## src/rtl/i2c_slave_ctrl.sv

```systemverilog
// Bit-level I2C slave sequencer: conditions SCL/SDA, detects START/STOP and drives the shift-register strobes.
// Define I2C_GLITCH_FILTER_EN to add a 3-sample stability filter after each synchroniser.
module i2c_slave_ctrl #(
    parameter int SYNC_STAGES = 2
) (
    input  logic       pclk,
    input  logic       rst,
    input  logic       scl_in,
    input  logic       sda_in,
    input  logic       comp_match,
    input  logic       read,
    input  logic [7:0] dr_data,
    output logic       shift_load_en,
    output logic       shift_en,
    output logic       ack_cycle,
    output logic       dack_cycle,
    output logic       sda_drive_en,
    output logic [7:0] rx_data,
    output logic       rx_valid,
    output logic       tx_req,
    output logic       addr_hit,
    output logic       busy
);
    typedef enum logic [2:0] {
        IDLE = 3'd0, ADDR = 3'd1, ADDR_ACK = 3'd2, RX = 3'd3,
        RX_ACK = 3'd4, TX = 3'd5, TX_ACK = 3'd6, WAIT_STOP = 3'd7
    } state_t;

    logic [SYNC_STAGES-1:0] scl_sync_q, sda_sync_q;
    logic scl_lvl, sda_lvl, scl_hist_q, sda_hist_q;
    logic scl_rise, scl_fall, start_det, stop_det;

    always_ff @(posedge pclk or posedge rst) begin
        if (rst) begin
            scl_sync_q <= '1;
            sda_sync_q <= '1;
            scl_hist_q <= 1'b1;
            sda_hist_q <= 1'b1;
        end else begin
            scl_sync_q <= {scl_sync_q[SYNC_STAGES-2:0], scl_in};
            sda_sync_q <= {sda_sync_q[SYNC_STAGES-2:0], sda_in};
            scl_hist_q <= scl_lvl;
            sda_hist_q <= sda_lvl;
        end
    end

`ifdef I2C_GLITCH_FILTER_EN
    logic [1:0] scl_win_q, sda_win_q;
    logic       scl_raw, sda_raw;
    assign scl_raw = scl_sync_q[SYNC_STAGES-1];
    assign sda_raw = sda_sync_q[SYNC_STAGES-1];

    always_ff @(posedge pclk or posedge rst) begin
        if (rst) begin
            scl_win_q <= '1;
            sda_win_q <= '1;
        end else begin
            scl_win_q <= {scl_win_q[0], scl_raw};
            sda_win_q <= {sda_win_q[0], sda_raw};
        end
    end

    // The history flop doubles as the filter's held level: a new level needs three equal samples.
    assign scl_lvl = (scl_raw == scl_win_q[0] && scl_raw == scl_win_q[1]) ? scl_raw : scl_hist_q;
    assign sda_lvl = (sda_raw == sda_win_q[0] && sda_raw == sda_win_q[1]) ? sda_raw : sda_hist_q;
`else
    assign scl_lvl = scl_sync_q[SYNC_STAGES-1];
    assign sda_lvl = sda_sync_q[SYNC_STAGES-1];
`endif

    assign scl_rise  =  scl_lvl & ~scl_hist_q;
    assign scl_fall  = ~scl_lvl &  scl_hist_q;
    assign start_det =  scl_lvl &  scl_hist_q &  sda_hist_q & ~sda_lvl;
    assign stop_det  =  scl_lvl &  scl_hist_q & ~sda_hist_q &  sda_lvl;

    state_t     state_q, state_d;
    logic [2:0] bit_cnt_q, bit_cnt_d;
    logic       bit8_q, bit8_d, ack_smp_q, ack_smp_d;
    logic [7:0] rx_data_q, rx_data_d;
    logic       load_q, load_d, shift_q, shift_d, ack_q, ack_d, dack_q, dack_d;
    logic       drv_q, drv_d, rxv_q, rxv_d, txr_q, txr_d, hit_q, hit_d, busy_q, busy_d;

    always_ff @(posedge pclk or posedge rst) begin
        if (rst) begin
            state_q   <= IDLE;
            bit_cnt_q <= '0;
            bit8_q    <= 1'b0;
            ack_smp_q <= 1'b1;
            rx_data_q <= '0;
            load_q    <= 1'b0;
            shift_q   <= 1'b0;
            ack_q     <= 1'b0;
            dack_q    <= 1'b0;
            drv_q     <= 1'b0;
            rxv_q     <= 1'b0;
            txr_q     <= 1'b0;
            hit_q     <= 1'b0;
            busy_q    <= 1'b0;
        end else begin
            state_q   <= state_d;
            bit_cnt_q <= bit_cnt_d;
            bit8_q    <= bit8_d;
            ack_smp_q <= ack_smp_d;
            rx_data_q <= rx_data_d;
            load_q    <= load_d;
            shift_q   <= shift_d;
            ack_q     <= ack_d;
            dack_q    <= dack_d;
            drv_q     <= drv_d;
            rxv_q     <= rxv_d;
            txr_q     <= txr_d;
            hit_q     <= hit_d;
            busy_q    <= busy_d;
        end
    end

    always_comb begin
        state_d = state_q;
        if (stop_det)       state_d = IDLE;
        else if (start_det) state_d = ADDR;
        else begin
            unique case (state_q)
                ADDR:     if (scl_fall && bit8_q) state_d = comp_match ? ADDR_ACK : WAIT_STOP;
                ADDR_ACK: if (scl_fall) state_d = read ? TX : RX;
                RX:       if (scl_fall && bit8_q) state_d = RX_ACK;
                RX_ACK:   if (scl_fall) state_d = RX;
                TX:       if (scl_fall && bit8_q) state_d = TX_ACK;
                TX_ACK:   if (scl_fall) state_d = ack_smp_q ? WAIT_STOP : TX;
                default:  state_d = state_q;
            endcase
        end
    end

    always_comb begin
        bit_cnt_d = bit_cnt_q;
        bit8_d    = bit8_q;
        ack_smp_d = ack_smp_q;
        rx_data_d = rx_data_q;
        load_d    = 1'b0;
        shift_d   = 1'b0;
        rxv_d     = 1'b0;
        txr_d     = 1'b0;
        hit_d     = hit_q;
        busy_d    = busy_q;

        // Any state change (including ACK-slot exit) or START restarts the byte.
        if (start_det || state_d != state_q) begin
            bit_cnt_d = '0;
            bit8_d    = 1'b0;
        end else if (scl_rise && (state_q == ADDR || state_q == RX || state_q == TX)) begin
            bit_cnt_d = bit_cnt_q + 3'd1;
            if (bit_cnt_q == 3'd7) bit8_d = 1'b1;
        end

        if (stop_det) begin
            hit_d  = 1'b0;
            busy_d = 1'b0;
        end else if (start_det) begin
            hit_d  = 1'b0;
            busy_d = 1'b1;
        end else begin
            unique case (state_q)
                ADDR: begin
                    shift_d = scl_rise;
                    if (scl_fall && bit8_q && comp_match) hit_d = 1'b1;
                end
                ADDR_ACK: if (scl_fall && read) begin
                    load_d = 1'b1;
                    txr_d  = 1'b1;
                end
                RX: begin
                    shift_d = scl_rise;
                    if (scl_fall && bit8_q) begin
                        rx_data_d = dr_data;
                        rxv_d     = 1'b1;
                    end
                end
                // Bit 1 is already on the pad after the load, so only bits 2..8 need a shift.
                TX: shift_d = scl_fall && !bit8_q && (bit_cnt_q != 3'd0);
                TX_ACK: begin
                    if (scl_rise) ack_smp_d = sda_lvl;
                    if (scl_fall && !ack_smp_q) begin
                        load_d = 1'b1;
                        txr_d  = 1'b1;
                    end
                end
                default: ;
            endcase
        end

        ack_d  = (state_d == ADDR_ACK);
        dack_d = (state_d == RX_ACK);
        drv_d  = (state_d == ADDR_ACK) || (state_d == RX_ACK) || (state_d == TX);
    end

    assign shift_load_en = load_q;
    assign shift_en      = shift_q;
    assign ack_cycle     = ack_q;
    assign dack_cycle    = dack_q;
    assign sda_drive_en  = drv_q;
    assign rx_data       = rx_data_q;
    assign rx_valid      = rxv_q;
    assign tx_req        = txr_q;
    assign addr_hit      = hit_q;
    assign busy          = busy_q;
endmodule

```

## config.mk

```make
export PLATFORM = sky130hd
export DESIGN_NAME = i2c_slave_ctrl
export DESIGN_NICKNAME = d
export VERILOG_FILES = /design/src/rtl/i2c_slave_ctrl.sv
export SDC_FILE = /design/constraint.sdc
export NUM_CORES = 1
export LEC_CHECK = 0
export CAP_MARGIN = 30
export CORE_MARGIN = 5
export CORE_UTILIZATION = 35
export DETAILED_ROUTE_END_ITERATION = 8
export GPL_ROUTABILITY_DRIVEN = 0
export HOLD_SLACK_MARGIN = 0.02
export MAX_ROUTING_LAYER = met4
export PLACE_DENSITY_LB_ADDON = 0.12
export RECOVER_POWER = 25
export REMOVE_ABC_BUFFERS = 1
export SLEW_MARGIN = 20
export SYNTH_ARGS = -nofsm -noshare
export SYNTH_HDL_FRONTEND = slang
export SYNTH_SLANG_ARGS = --single-unit
export TNS_END_PERCENT = 5
```

## constraint.sdc

```tcl
create_clock -name pclk -period 2.75 [get_ports pclk]
set_clock_uncertainty 0.2 [all_clocks]
set_input_delay 0.55 -clock pclk [delete_from_list [all_inputs] [get_ports pclk]]
set_output_delay 0.55 -clock pclk [all_outputs]
set_load 0.02 [all_outputs]
```

Word-level counts from Yosys, hierarchy flattened
Cells that the tools add are included.
{"block": "totals", "output_inout_bits": 17, "elab_cells": 102, "in_bits": 14, "ff_bits": 30}
{"block": "classes", "addsub": 1, "n_eq_ne": 11, "mux": 35, "n_reduce_logical": 25, "bitwise": 13}
{"cell": "$mux 3", "n": 12}
{"cell": "$mux 1", "n": 19}
{"cell": "$eq 3x3->1 const B", "n": 6}
{"cell": "$pmux 3 s6", "n": 1}
{"cell": "$eq 3x2->1 const B", "n": 3}
{"cell": "$reduce_bool 3->1", "n": 3}
{"cell": "$reduce_and 4->1", "n": 2}
{"cell": "$and 1x1->1", "n": 7}
{"cell": "$logic_and 1x1->1", "n": 7}
{"cell": "$not 1->1", "n": 6}
{"cell": "$reduce_bool 2->1", "n": 3}
{"cell": "$logic_or 1x1->1", "n": 5}
{"cell": "$pmux 1 s2", "n": 2}
{"cell": "$reduce_and 2->1", "n": 2}
{"cell": "$add 3x1->3 const B", "n": 1}
{"cell": "$eq 3x1->1 const B", "n": 1}
{"cell": "$ne 3x3->1", "n": 1}
{"cell": "$logic_not 1->1", "n": 2}
{"cell": "$mux 2", "n": 1}
{"cell": "$reduce_or 2->1", "n": 1}

Logic depth before layout (Yosys ltp)
Gate-level depths: netlist of run 1.
{"block": "logic_depth", "word_depth": 11, "depth_mapped": 7, "ltp_nobuf": 5}

Least setup slack after synthesis of run 1
No wires, ideal clock.
{"block": "synth_path", "path_kind": "register -> register", "startpoint": "register scl_hist_q", "endpoint": "register rx_data_q[0] (netlist: rx_data[0])", "arrival_ps": 1647, "slack_ps": 779, "t_required_ps": 2425, "setup_time_ps": 125, "synth_period_minus_slack_ps": 1971, "path_stages_with_launch": 7, "path_buffers": 2, "path_cell_list": "dfstp_2 buf_4 nand3b_4 nor3b_1 and2_1 buf_4 mux2_2"}
{"block": "synth_via", "elab_chain_cells": 5, "elab_cells_between_ends": 10, "cone_classes": "bitwise (8); reduce/logical (2)"}
{"item": "from (decl)", "line_no": "30", "text": "logic scl_lvl, sda_lvl, scl_hist_q, sda_hist_q;"}
{"item": "from (signal assigned)", "line_no": "42", "text": "scl_hist_q <= scl_lvl;"}
{"item": "$and 1x1->1", "line_no": "73, 74"}
{"item": "$and 1x1->1 (on tied branches) (2 in series)", "line_no": "74, 73"}
{"item": "$not 1->1 (no source line)"}
{"item": "$reduce_and 4->1 (no source line) (*)"}
{"item": "to (signal assigned)", "line_no": "104", "text": "rx_data_q <= rx_data_d;"}
{"item": "to (decl)", "line_no": "79", "text": "logic [7:0] rx_data_q, rx_data_d;"}
Every way passes the cells marked *; elsewhere a longest branch is shown, timed or not.
A chain may end at the register's enable or synchronous reset.

Worst setup path in the final report of run 1
{"block": "layout_path", "startpoint": "register scl_hist_q", "endpoint": "register rx_data_q[4] (netlist: rx_data[4])"}
The elaborated chain is that of the path after synthesis.

==> results of run 1 <==
-- power groups by stage --
stage	sequential (mW)	clock [mW]	combinational, mW
after floorplan	0.676	0	0.346
after global placement	0.660	0	0.541
after detailed placement	0.658	0	0.544
after CTS	0.652	0.376	0.550
after global routing	0.677	0.392	0.601
final	0.654	0.358	0.548
-- through the flow --
stage	total power, mW	utilization, %	std cells	hold slack [ps]
after global placement	1.20	44.6	200	146
after global routing	1.67	46.8	208	169
after CTS	1.58	46.8	208	158
after floorplan	1.02	-	119	145
after detailed placement	1.20	44.6	200	148
final	1.56	46.8	208	162
-- routing by layer --
layer | global-route usage [%] | vias up
met3 | 4.49 | 4
met5 | - | -
li1 | - | 515
met2 | 17.7 | 49
met1 | 16.8 | 517
met4 | 4.08 | 0
-- how the worst min path moves through the flow --
stage,startpoint,endpoint,slack [ps],depth (start not counted)
floorplan,scl_sync_q[0]$_DFF_PP1_,scl_sync_q[1]$_DFF_PP1_,150,0
global placement,scl_sync_q[0]$_DFF_PP1_,scl_sync_q[1]$_DFF_PP1_,150,0
detailed placement,sda_sync_q[0]$_DFF_PP1_,sda_sync_q[1]$_DFF_PP1_,150,0
CTS,sda_sync_q[0]$_DFF_PP1_,sda_sync_q[1]$_DFF_PP1_,160,0
global route,sda_sync_q[0]$_DFF_PP1_,sda_sync_q[1]$_DFF_PP1_,170,0
finish,sda_sync_q[0]$_DFF_PP1_,sda_sync_q[1]$_DFF_PP1_,160,0
-- kinds of logic (layout without fill, tap and decap cells) --
family | Yosys count | in the layout | share of synthesized area, %
and+or+nand+nor | 43 | 43 | 20.9
DFF | 30 | 30 | 50.4
AOI/OAI and AO/OA | 22 | 22 | 11.0
buffers and inverters | 15 | 46 | 5.39
muxes | 12 | 12 | 8.71
adders and majority gates | 3 | 3 | 2.49
xor gates and xnor gates | 2 | 2 | 1.16
-- synthesized netlist by cell type, types with 4 or more instances --
cell type / instances
nand2b_1: 5
dfstp_2: 7
mux2_2: 8
nor4b_2: 4
dfrtp_1: 23
inv_1: 7
nand2_1: 6
a21oi_1: 5
nor2_1: 5
buf_4: 4
-- registers in the layout (all words and copies together), names as in the netlist --
name / cells
state_q: 3
tx_req: 1
sda_drive_en: 1
addr_hit: 1
sda_hist_q: 1
sda_sync_q: 2
bit8_q: 1
ack_smp_q: 1
rx_data: 8
busy: 1
shift_en: 1
dack_cycle: 1
scl_sync_q: 2
ack_cycle: 1
rx_valid: 1
bit_cnt_q: 3
scl_hist_q: 1
-- cell type report --
cell class | count | area (sq um)
timing repair buffer | 31 | 305
inverter | 7 | 26.3
clock buffer | 7 | 86.3
fill | 397 | 2170
tap | 50 | 62.6
sequential | 30 | 759
multi-input combinational | 82 | 667
clock inverter | 1 | 5.00
-- worst max-delay path: cells and delay by family (launching register included) --
kind | cells | cell delay, ps
multiplexers | 1 | 390
flip-flops | 1 | 670
AND/OR/NAND/NOR | 3 | 880
==> impl_metrics.csv, run 1 <==
group,metric,value,unit
outcome,outcome,"finished clean",
place,hpwl,2.22,mm
run,max-cap-violations,0,
sta,max_slew.worst_pin.slew,740,ps
worst_setup_path,critical_path.slowest_cell,"dfstp_2",
global_routing,grt_pass1_vias,1103,
sta,timing.final.hold_violations,0,
route,drt-initial-drc-count,83,
route,wire_length_on_met1,1.40,mm
worst_setup_path,r2r_cells,4,
power,p_switching,549,uW
clock_network,clock_tree.htree_level_count,2,
worst_setup_path,start_kind,"flop",
final_layout,fin_nets,174,
final_layout,drive_above_1_share,17.7,%
route,met3_length,235,microns
place,pre_cts_slack,327,ps
clock_network,largest_buffer_count_on_any_clock_path,2,
clock_network,cts_buffers,5,
worst_setup_path,max_stage_delay,670,ps
floorplan,die_x,75.6,microns
route,routed_wl,3.07,mm
power,swShare,35.2,%
clock_network,setup_fix_bufs_post_cts,0,
worst_setup_path,r2r_setup_slk,490,ps
sta,final-setup-viol-count,0,
floorplan,floorplan.die_area,0.00572,sq mm
route,detail_route.drc_violations,0,
worst_setup_path,critical_path.reg2reg.endpoint,"rx_data[4]$_DFFE_PP0P_",
route,drt_first_pass_iters,4,
place,port_buffers,30,
clock_network,cts.clk_slew.worst_paths,70,ps
worst_setup_path,critical_path.startpoint,"scl_hist_q$_DFF_PP1_",
worst_hold_path,timing.hold.worst.class,"flop to flop",
sta,unrepaired_setup_endpoints_after_global_routing,"false",
yosys,synth_top_flop_cell,"dfrtp_1",
clock_network,cts_tree,"done",
sta,final.setup.tns,0,ps
yosys,post_synth_instance_area,0.00151,sq mm
worst_setup_path,reg2reg_from,"scl_hist_q$_DFF_PP1_",
final_layout,syn_to_final_growth,26.8,%
yosys,netlist_instances,127,
floorplan,num_io_pins,31,
yosys,yosysTopAreaCell,"dfrtp_1",
worst_setup_path,critical_setup_path_kind,"flop to flop",
sta,fin_crit,2260,ps
worst_setup_path,timing.critical_path.to_type,"flop",
yosys,ys_async_sr_fraction,100,%
global_routing,grt_pass1_wl,5.18,mm
sta,timing_max_transition_violations_final,0,
route,ant_nets,0,
yosys,synth.ff_latch_count,30,
yosys,synth_edf_count,0,
final_layout,final_common_cell,"clkdlybuf4s50_1",
sta,postLayoutSetupSlackWorst,486,ps
yosys,post-synth-top-area-fraction,38.2,%
clock_network,clk-insertion-delay-late,280,ps
route,top_layer_used,"met4",
worst_setup_path,path_max_fanout,12,
yosys,synth_seq_area_share,50.4,%
floorplan,starting_utilization_of_the_core_area,36.9,%
power,static-leakage-power,0.834,nW
final_layout,antenna-diode-count,0,
yosys,largest_cells_by_area_after_synthesis,"dfrtp_1 38%, dfstp_2 12%, mux2_2 6.0%",
route,route.met2.wl,1.40,mm
worst_setup_path,critical_path.cell_chain,"nand3b_4 > nor3b_1 > and2_1 > mux2_2",
power,power.share.clock,22.9,%
route,avgRoutedWirePerCell,14.8,microns
clock_network,cts.sinks,30,
floorplan,num_rows,23,
sta,timing.final.crit_share,82.3,%
sta,max-slew-margin-rel,50.7,%
worst_setup_path,cp_capture_point,"rx_data[4]$_DFFE_PP0P_",
worst_setup_path,crit_arrival,2220,ps
floorplan,chipHeight,75.6,microns
route,route.vias.total,1085,
place,dp_area,0.00182,sq mm
sta,timing.fmax,0.442,GHz
route,vias_per_cell,5.22,
power,vdd.ir_drop.worst,626,uV
final_layout,highest_count_cells_in_the_layout_ignoring_fill_and_taps,"27 x clkdlybuf4s50_1, 23 x dfrtp_1, 8 x mux2_2",
yosys,ys_types,41,
power,intPower,1.01,mW
yosys,avgSynthCellArea,11.9,sq um
clock_network,clockRootBuffer,"clkbuf_8",
clock_network,cts_resized,0,
floorplan,coreArea,0.00409,sq mm
clock_network,cts_hold_buf,0,
global_routing,track_usage,12.6,%
power,sequentialPowerShare,41.9,%
yosys,synthesis.yosys.warnings,0,
global_routing,grt_max_degree,31,
power,power_frac_comb,35.2,%
final_layout,stdcell_area,0.00191,sq mm
global_routing,grt_overflow_total,0,
worst_setup_path,worst_ep_required_time,2710,ps
power,p_per_area,816,mW/mm^2
global_routing,initial_antenna_violation_count,0,
No activity file was read; power rests on OpenSTA's default activity.
==> inputs of run 2 (changes only) <==
clock period = 2.23 ns   (was 2.75 ns; I/O delays follow)
==> run 2 against run 1 <==
  * Non-clock buffer count increased by 5
  * Cell count rose by 2.4%
  * Cell area is 2.8% higher
  * Fmax is 6.6% higher
  * Worst hold slack got worse by 3.3 ps
  * Count of clock-buffer cells in the layout is 1 lower
  * Flip-flop and latch count did not move
==> impl_metrics.csv, run 2 (synthesis gave the netlist of run 1 again) <==
group,metric,value,unit
sta,timing.final.hold_violations,0,
global_routing,grt_pass1_vias,1075,
worst_setup_path,timing.critical_path.to_type,"flop",
global_routing,track_usage,13.5,%
global_routing,grt_pass1_wl,5.45,mm
sta,timing_max_transition_violations_final,0,
final_layout,final_common_cell,"clkdlybuf4s50_1",
clock_network,cts_tree,"done",
route,vias_per_cell,5.13,
worst_setup_path,r2r_setup_slk,110,ps
worst_setup_path,critical_setup_path_kind,"flop to flop",
sta,postLayoutSetupSlackWorst,106,ps
route,routed_wl,3.22,mm
route,drt_first_pass_iters,4,
worst_hold_path,endpoint_with_the_worst_hold_slack,"scl_sync_q[1]$_DFF_PP1_",
final_layout,final_util,48.1,%
floorplan,chipHeight,75.6,microns
place,hpwl,2.33,mm
clock_network,cts_buffers,5,
worst_setup_path,worst_ep_required_time,2210,ps
worst_setup_path,r2r_cells,5,
route,avgRoutedWirePerCell,15.1,microns
floorplan,num_rows,23,
place,port_buffers,30,
power,static-leakage-power,0.862,nW
floorplan,num_io_pins,31,
global_routing,initial_antenna_violation_count,0,
clock_network,cts.clk_slew.worst_paths,70,ps
sta,max-slew-margin-rel,49.3,%
worst_hold_path,timing.hold.worst.class,"flop to flop",
clock_network,clk-insertion-delay-late,280,ps
clock_network,cts.sinks,30,
final_layout,antenna-diode-count,0,
final_layout,highest_count_cells_in_the_layout_ignoring_fill_and_taps,"27 x clkdlybuf4s50_1, 23 x dfrtp_1, 8 x mux2_2",
final_layout,stdcell_area,0.00197,sq mm
floorplan,starting_utilization_of_the_core_area,36.9,%
final_layout,fin_nets,179,
worst_hold_path,worstHoldPathCells,0,
final_layout,largest_reg_flops,8,
worst_hold_path,holdCritStartpoint,"scl_sync_q[0]$_DFF_PP1_",
clock_network,clockRootBuffer,"clkbuf_8",
sta,unrepaired_setup_endpoints_after_global_routing,"false",
floorplan,floorplan.die_area,0.00572,sq mm
place,pre_cts_slack,-73.8,ps
sta,timing.final.crit_share,95.2,%
worst_setup_path,path_max_fanout,13,
power,vdd.ir_drop.worst,623,uV
sta,fin_crit,2120,ps
sta,final-setup-viol-count,0,
final_layout,drive_above_1_share,21.5,%
route,route.vias.total,1092,
clock_network,cts_resized,0,
global_routing,grt_overflow_total,0,
clock_network,clock_tree.htree_level_count,2,
floorplan,die_x,75.6,microns
route,drt-initial-drc-count,74,
global_routing,grt_max_degree,31,
worst_setup_path,crit_arrival,2100,ps
clock_network,largest_buffer_count_on_any_clock_path,2,
run,max-cap-violations,0,
worst_setup_path,reg2reg_from,"scl_sync_q[1]$_DFF_PP1_",
place,dp_area,0.00187,sq mm
route,detail_route.drc_violations,0,
floorplan,coreArea,0.00409,sq mm
worst_setup_path,critical_path.reg2reg.endpoint,"bit_cnt_q[2]$_DFFE_PP0P_",
outcome,outcome,"finished clean",
final_layout,syn_to_final_growth,30.4,%
power,p_per_area,1010,mW/mm^2
sta,timing.fmax,0.471,GHz
worst_setup_path,start_kind,"flop",
sta,max_slew.worst_pin.slew,761,ps
route,ant_nets,0,
clock_network,cts_hold_buf,0,
clock_network,setup_fix_bufs_post_cts,0,
## run 2: cell types whose count changed in the layout (fill, tap and decap cells not counted)
cell	change
buf_12	+1
dfstp_1	-1
dfstp_2	+1
buf_4	+4
clkinvlp_4	+1
clkbuf_1	-1
## run 2: layout make-up
| cell class | count | area (sq um) |
|---|---|---|
| inverter | 7 | 26.3 |
| clock buffer | 6 | 82.6 |
| tap | 50 | 62.6 |
| timing repair buffer | 36 | 355 |
| sequential | 30 | 759 |
| fill | 384 | 2120 |
| clock inverter | 2 | 12.5 |
| multi-input combinational | 82 | 667 |
## run 2: worst max-delay path by stage
stage | slack (ps) | start | cells past startpoint | end
2_1_floorplan | 240 | scl_hist_q$_DFF_PP1_ | 4 | rx_data[0]$_DFFE_PP0P_
3_3_place_gp | 10 | read | 6 | bit_cnt_q[1]$_DFFE_PP0P_
3_5_place_dp | -70 | read | 6 | bit_cnt_q[2]$_DFFE_PP0P_
4_1_cts | 100 | scl_sync_q[1]$_DFF_PP1_ | 5 | bit_cnt_q[2]$_DFFE_PP0P_
6_report | 110 | scl_sync_q[1]$_DFF_PP1_ | 5 | bit_cnt_q[2]$_DFFE_PP0P_
5_1_grt | 6 | scl_sync_q[1]$_DFF_PP1_ | 5 | bit_cnt_q[2]$_DFFE_PP0P_
## run 2: through the flow
stage / total power [mW] / cells / hold slack, ps / setup TNS [ps]
after floorplan: 1.26 / 119 / 145 / 0
after CTS: 2.01 / 213 / 160 / 0
after global placement: 1.53 / 205 / 146 / 0
after detailed placement: 1.54 / 205 / 150 / -118
after global routing: 2.13 / 213 / 163 / 0
final: 1.99 / 213 / 158 / 0
## run 2: power by group
part | internal, mW | switching [mW]
combinational | 0.382 | 0.355
clock | 0.248 | 0.211
sequential | 0.652 | 0.147
## run 2: worst max-delay path, cell delays in order, from the launching register on
cell and delay [ps]:
dfstp_2 650, nand2b_1 210, a21oi_1 60, o32a_1 370, o22a_4 240, nor4b_2 290
## run 2: routing by layer
metal	global-route usage [%]	vias up	share of wire, %
met3	3.96	8	5.9
met4	5.24	0	1.6
li1	-	528	-
met1	18.7	521	47
met2	18.4	35	45
met5	-	-	0
==> inputs of run 3 (changes only) <==
HOLD_SLACK_MARGIN = unset   (was 0.02)
==> results of run 3 <==
The final DEF is identical to that of run 2; final timing and power are the same.
